===== src/rtl/bit_serial_adder_pkg.sv =====
// rtl/bit_serial_adder_pkg.sv - shared state encoding and counter sizing for bit_serial_adder
package bit_serial_adder_pkg;

    typedef enum logic [1:0] {
        ST_IDLE = 2'd0,
        ST_RUN  = 2'd1,
        ST_FIN  = 2'd2
    } state_t;

    // Bit counter must index 0..width-1; never narrower than one bit.
    function automatic int cnt_width(input int width);
        return (width <= 2) ? 1 : $clog2(width);
    endfunction

endpackage


===== src/rtl/bit_serial_adder_full_adder.sv =====
// rtl/bit_serial_adder_full_adder.sv - single-bit full adder cell
module bit_serial_adder_full_adder (
    input  logic a,
    input  logic b,
    input  logic ci,
    output logic s,
    output logic co
);

    assign s  = a ^ b ^ ci;
    assign co = (a & b) | (ci & (a ^ b));

endmodule


===== src/rtl/bit_serial_adder.sv =====
// rtl/bit_serial_adder.sv - LSB-first bit-serial adder sequencing one full adder cell
module bit_serial_adder
    import bit_serial_adder_pkg::*;
#(
    parameter int WIDTH = 8
) (
    input  logic             clk,
    input  logic             rst,
    input  logic             start,
    input  logic [WIDTH-1:0] a,
    input  logic [WIDTH-1:0] b,
    input  logic             cin,
    output logic             busy,
    output logic             done,
    output logic [WIDTH-1:0] sum,
    output logic             cout
);

    localparam int CNT_W = cnt_width(WIDTH);

    state_t             state_q;
    state_t             state_d;
    logic [WIDTH-1:0]   a_sh;
    logic [WIDTH-1:0]   b_sh;
    logic [WIDTH-2:0]   s_sh;
    logic               carry_q;
    logic [CNT_W-1:0]   cnt_q;
    logic [WIDTH-1:0]   sum_q;
    logic               cout_q;
    logic               accept;
    logic               last_bit;
    logic               fa_s;
    logic               fa_co;
    logic [WIDTH-1:0]   s_next;

    bit_serial_adder_full_adder u_fa (
        .a  (a_sh[0]),
        .b  (b_sh[0]),
        .ci (carry_q),
        .s  (fa_s),
        .co (fa_co)
    );

    // s_sh holds the bits already produced; the current bit lands on top.
    assign s_next = {fa_s, s_sh};

    always_comb begin
        state_d  = ST_IDLE;
        busy     = 1'b0;
        done     = 1'b0;
        accept   = 1'b0;
        last_bit = 1'b0;
        case (state_q)
            ST_IDLE: begin
                accept  = start;
                state_d = start ? ST_RUN : ST_IDLE;
            end
            ST_RUN: begin
                busy     = 1'b1;
                last_bit = (cnt_q == CNT_W'(WIDTH - 1));
                state_d  = last_bit ? ST_FIN : ST_RUN;
            end
            ST_FIN: begin
                done    = 1'b1;
                accept  = start;
                state_d = start ? ST_RUN : ST_IDLE;
            end
            default: state_d = ST_IDLE;
        endcase
    end

    always_ff @(posedge clk) begin
        if (rst) begin
            state_q <= ST_IDLE;
        end else begin
            state_q <= state_d;
        end
    end

    always_ff @(posedge clk) begin
        if (rst) begin
            a_sh    <= '0;
            b_sh    <= '0;
            s_sh    <= '0;
            carry_q <= 1'b0;
            cnt_q   <= '0;
            sum_q   <= '0;
            cout_q  <= 1'b0;
        end else if (accept) begin
            a_sh    <= a;
            b_sh    <= b;
            s_sh    <= '0;
            carry_q <= cin;
            cnt_q   <= '0;
        end else if (state_q == ST_RUN) begin
            a_sh    <= a_sh >> 1;
            b_sh    <= b_sh >> 1;
            s_sh    <= s_next[WIDTH-1:1];
            carry_q <= fa_co;
            cnt_q   <= cnt_q + CNT_W'(1);
            if (last_bit) begin
                sum_q  <= s_next;
                cout_q <= fa_co;
            end
        end
    end

    assign sum  = sum_q;
    assign cout = cout_q;

endmodule


===== config.mk =====
export PLATFORM = sky130hd
export DESIGN_NAME = bit_serial_adder
export DESIGN_NICKNAME = d
export VERILOG_FILES = /design/src/rtl/bit_serial_adder_pkg.sv /design/src/rtl/bit_serial_adder_full_adder.sv /design/src/rtl/bit_serial_adder.sv
export SDC_FILE = /design/constraint.sdc
export NUM_CORES = 1
export LEC_CHECK = 0
export ABC_AREA = 0
export CAP_MARGIN = 20
export CORE_ASPECT_RATIO = 0.7
export CORE_MARGIN = 2
export CORE_UTILIZATION = 40
export CTS_CLUSTER_DIAMETER = 60
export DETAILED_ROUTE_END_ITERATION = 16
export RECOVER_POWER = 25
export SYNTH_ARGS = -nofsm -noshare
export SYNTH_HDL_FRONTEND = slang
export SYNTH_SLANG_ARGS = --single-unit

===== constraint.sdc =====
create_clock -name clk -period 1.8 [get_ports clk]
set_input_delay 0.18 -clock clk [delete_from_list [all_inputs] [get_ports clk]]
set_output_delay 0.18 -clock clk [all_outputs]
set_load 0.03 [all_outputs]

## Word-level counts from Yosys, hierarchy flattened

Index checks and enable logic that the tools add are counted.

- Bits in registers: 38
- Output and inout port bits: 11

- Add/subtract/negate cells: 1
- Eq/ne operators: 3
- Muxes and demuxes: 13
- Bitwise operators: 6
- Reduce and logical (&&, ||, !) cells: 5

Operator list:

| cell | number |
|---|---|
| 2-to-1 mux 8 bit | 4 |
| 2-to-1 mux 1 bit | 7 |
| case mux 2 bit (2 select lines) | 1 |
| OR reduction 2 bit | 2 |
| adder 3 x 1 -> 3 bit (second input constant) | 1 |
| equality test 3 bit (second input constant) | 1 |
| AND reduction 3 bit | 1 |
| AND 1 bit | 2 |
| equality test 2 x 1 -> 1 bit (second input constant) | 1 |
| equality test 2 bit (second input constant) | 1 |
| zero test 2 bit | 1 |
| 2-to-1 mux 2 bit | 1 |
| nonzero test 2 bit | 1 |
| bitwise XOR 1 bit | 2 |
| NOT 1 bit | 1 |
| OR 1 bit | 1 |

## Logic depth before layout (Yosys ltp)

- Depth in word-level cells: 5
- Mapped depth: 6
- Gate-level depth less buffers: 5

## Hierarchy

A second synthesis with hierarchy kept.

- Cells, all modules: 176
- Area, all modules: 1512.7 µm²

By module, submodules not included:

| module | times used | cells an instance | area each (µm²) | sequential area each (µm²) |
|---|---|---|---|---|
| bit_serial_adder | 1 | 175 | 1492.7 | 760.7 |
| bit_serial_adder_full_adder | 1 | 1 | 20.0 | 0.0 |

## Least setup slack after synthesis

No wires, ideal clock.

- Path type: register to register
- Start: reg cnt_q[0]
- End: reg state_q[0]
- Arrival: 1068 ps
- Required time: 1672 ps
- Slack: 605 ps
- Cell stages (with the launch flop): 6
- Period minus slack after synthesis: 1195 ps
- Cell sequence: dfxtp_1 > ha_1 > ha_1 > clkbuf_1 > o21a_1 > nor2_1

- Cells in the longest elaborated chain, start to end: 3

RTL lines:

| item | line | RTL |
|---|---|---|
| start: declaration | bit_serial_adder.sv:27 | `logic [CNT_W-1:0] cnt_q;` |
| start signal: assignment | bit_serial_adder.sv:100 | `cnt_q <= cnt_q + CNT_W'(1);` |
| equality test 3 bit | bit_serial_adder.sv:60 | `last_bit = (cnt_q == CNT_W'(WIDTH - 1));` |
| 2-to-1 mux 2 bit | bit_serial_adder.sv:61 | `state_d = last_bit ? ST_FIN : ST_RUN;` |
| case mux 2 bit (2 select lines) | bit_serial_adder.sv:53 | `case (state_q)` |
| end signal: assignment | bit_serial_adder.sv:76 | `state_q <= state_d;` |
| end: declaration | bit_serial_adder.sv:21 | `state_t state_q;` |

No other way between the ends.
A chain may end at the register's enable or synchronous reset.

## Worst setup path in the final report

- Start: reg state_q[0]
- End: out done

- Cells in the longest elaborated chain, start to end: 2

RTL lines:

| item | line | RTL |
|---|---|---|
| equality test 2 bit | bit_serial_adder.sv:53 |  |
| 2-to-1 mux 1 bit | bit_serial_adder.sv:53 |  |
| end: declaration | bit_serial_adder.sv:14 | `output logic done,` |

No other way between the ends.

==> impl_metrics.tcl <==
set metrics [dict create \
    status "complete, no violations" \
    dr_wl_met3_um 130 \
    antenna_found_initial 0 \
    num_vias 1325 \
    synth_seq_area_share 0.4996 \
    root_buffer "clkbuf_8" \
    p_sw_frac 0.2493 \
    ys_seq_elements 38 \
    min_path_type "flop to flop" \
    power_density_nw_per_um2 879.4 \
    fin_crit_ns 1.660 \
    synthCells 176 \
    tightest_slew_ns 0.4380 \
    dr.first_iter.drc_count 75 \
    wl_met2_um 1521 \
    grt_pass1_vias 1246 \
    core_area_um2 3581 \
    p_switching_mw 0.4134 \
    cts_tree "done" \
    die-area_um2 4324 \
    fp.dieW_um 77.75 \
    drive_gt1_frac 0.05882 \
    path_max_fanout 5 \
    final_util 0.5266 \
    num_antenna_cells 0 \
    place_ws_ns 0.1921 \
    grt.total_usage 0.1642 \
    syn_area_per_cell_um2 8.652 \
    synth-edff-count 0 \
    cp.required_ns 1.62 \
    ant_nets 0 \
    maxSlewViolCount 0 \
    stdcell_count 254 \
    yosys.cell_types.count 25 \
    grt_pass1_wl_um 5506 \
    finalSetupViolCount 0 \
    clkTransAtPathRegs_ns 0.07 \
    fin_crit_sh 0.9223 \
    synth-main-ff-cell "dfxtp_1" \
    drv_cap 0 \
    viasPerCell 5.217 \
    dp_hpwl_um 2291 \
    cts_buffers 5 \
    yosysWarnings 0 \
    seq_power_share 0.546 \
    cp.arrival_ns 1.48 \
    syn2layout_area_growth_pct 23.83 \
    cp-end-kind "output port" \
    die_h_um 55.62 \
    critical_path.startpoint "state_q[0]" \
    cp-start-kind "flop" \
    fin_ws_ns 0.1399 \
    clock_latency_ns 0.29 \
    dr.pass1.iters 4 \
    grt_max_degree 37 \
    fin_worst_skew_ns 0.002965 \
    io_buffers 30 \
    finalSetupTns_ns 0 \
    finalWirelength_um 3247 \
    cts_buffer_depth 2 \
    highest-signal-layer "met4" \
    path_class "flop to output port" \
    rr_startpoint "state_q[0]" \
    placed_cells 247 \
    p_leak_nw 0.6447 \
    fmax_mhz 602.4 \
    met1Wirelength_um 1494 \
    drc 0 \
    syn_nets 199 \
    finalWeightedCongestion 0.7047 \
    finalHoldViolCount 0 \
    fin_nets 227 \
    rsz0062_at_grt "no" \
    async_reset_ff_frac 0 \
    ios 31 \
    p_total_mw 1.658 \
    cts.sinks 38 \
    cellInternalPower_mw 1.245 \
    row_count 18 \
    holdCritStartpoint "sum[0]" \
    p_clk_frac 0.326 \
    wl_per_cell_um 12.78 \
    start_util 0.4252 \
    synth_area_um2 1523 \
    combPwrFrac 0.128 \
    ir_drop_uv 532.9 \
    overflow 0 \
    htreeDepth 2 \
    slew_headroom 0.7080 \
]
-- synth_stat cells, drive strengths merged, types with 3 or more instances --
cell type	instances	area share
nand3	12	0.039
dfxtp	38	0.50
buf	12	0.064
nand2b	3	0.014
nor2	8	0.020
nand2	38	0.094
nor3	17	0.056
o22ai	8	0.033
a21oi	21	0.069
a311oi	5	0.029
-- what timing repair did --
action,CTS,global route
buffers inserted,0,0
hold buffers,0,0
hold endpoints to repair,0,0
gates resized for setup,0,1
setup endpoints to repair,0,1
-- cells in the final DEF, fill, tap and decap left out --
cell type,synthesis,layout
nand2_1,38,38
dfxtp_1,38,38
clkdlybuf4s50_1,0,28
a21oi_1,21,21
nor3_1,17,17
nand3_1,12,12
nor2_1,8,8
o22ai_1,8,8
a311oi_1,5,5
clkbuf_8,0,5
clkbuf_1,1,4
buf_4,1,4
nand2b_2,1,2
nor2b_1,2,2
a22oi_1,2,2
ha_1,2,2
inv_8,1,1
nand3b_1,1,1
o21a_1,1,1
mux2i_1,1,1
nand2b_1,2,1
xnor2_1,1,1
fa_1,1,1
dlygate4sd3_1,0,1
-- power by group through the flow --
stage / Combinational (mW) / Clock, mW / Sequential, mW
floorplan: 0.160 / 0 / 0.918
finish: 0.212 / 0.540 / 0.906
global route: 0.233 / 0.591 / 0.909
detailed placement: 0.215 / 0 / 0.924
global placement: 0.207 / 0 / 0.923
CTS: 0.216 / 0.555 / 0.905
-- cell families after synthesis --
family                   synth area share
XOR/XNOR                         0.005753
adder cells (fa/ha/maj)           0.02958
buffers and inverters             0.07723
multiplexers                     0.006574
AND/OR/NAND/NOR                    0.2358
flip-flops                         0.4996
AO/OA/AOI/OAI                      0.1454
-- per-layer routing --
layer  vias to the layer above  track usage
met3                        10      0.04545
met1                       623       0.1980
li1                        664            -
met4                         0       0.1020
met2                        28       0.2599
met5                         -            0
-- through the flow --
step	instance area (um2)	hold slack, ns
after global routing	1886	0.4769
after CTS	1891	0.4569
after global placement	1814	0.4437
after detailed placement	1814	0.4475
final	1886	0.4506
after floorplan	1523	0.3160
-- final timing paths --
kind,endpoint,slack [ns],cells past startpoint
setup / recovery,done,0.14,2
hold / removal,sum[0],0.45,2
setup reg to reg,s_sh[1],0.33,3
hold reg to reg,sum[0],0.45,2
-- critical path, cell delays in order, from the launching register on --
cell and delay [ns]:
dfxtp_1 0.36, nor2b_1 0.15, clkdlybuf4s50_1 0.69
-- registers in the layout, summed over array words and instances, names as in the netlist --
register and cells:
carry_q 1, s_sh 7, b_sh 8, cout 1, sum 8, cnt_q 3
a_sh 8, state_q 2
-- layout make-up --
| class | instances | area (um2) |
|---|---|---|
| Multi-Input combinational cell | 123 | 646.9 |
| Clock buffer | 7 | 76.32 |
| Tap cell | 50 | 62.56 |
| Inverter | 1 | 11.26 |
| Fill cell | 352 | 1695 |
| Sequential cell | 38 | 760.7 |
| Timing Repair Buffer | 35 | 327.8 |
No activity file was read; power rests on OpenSTA's default activity.
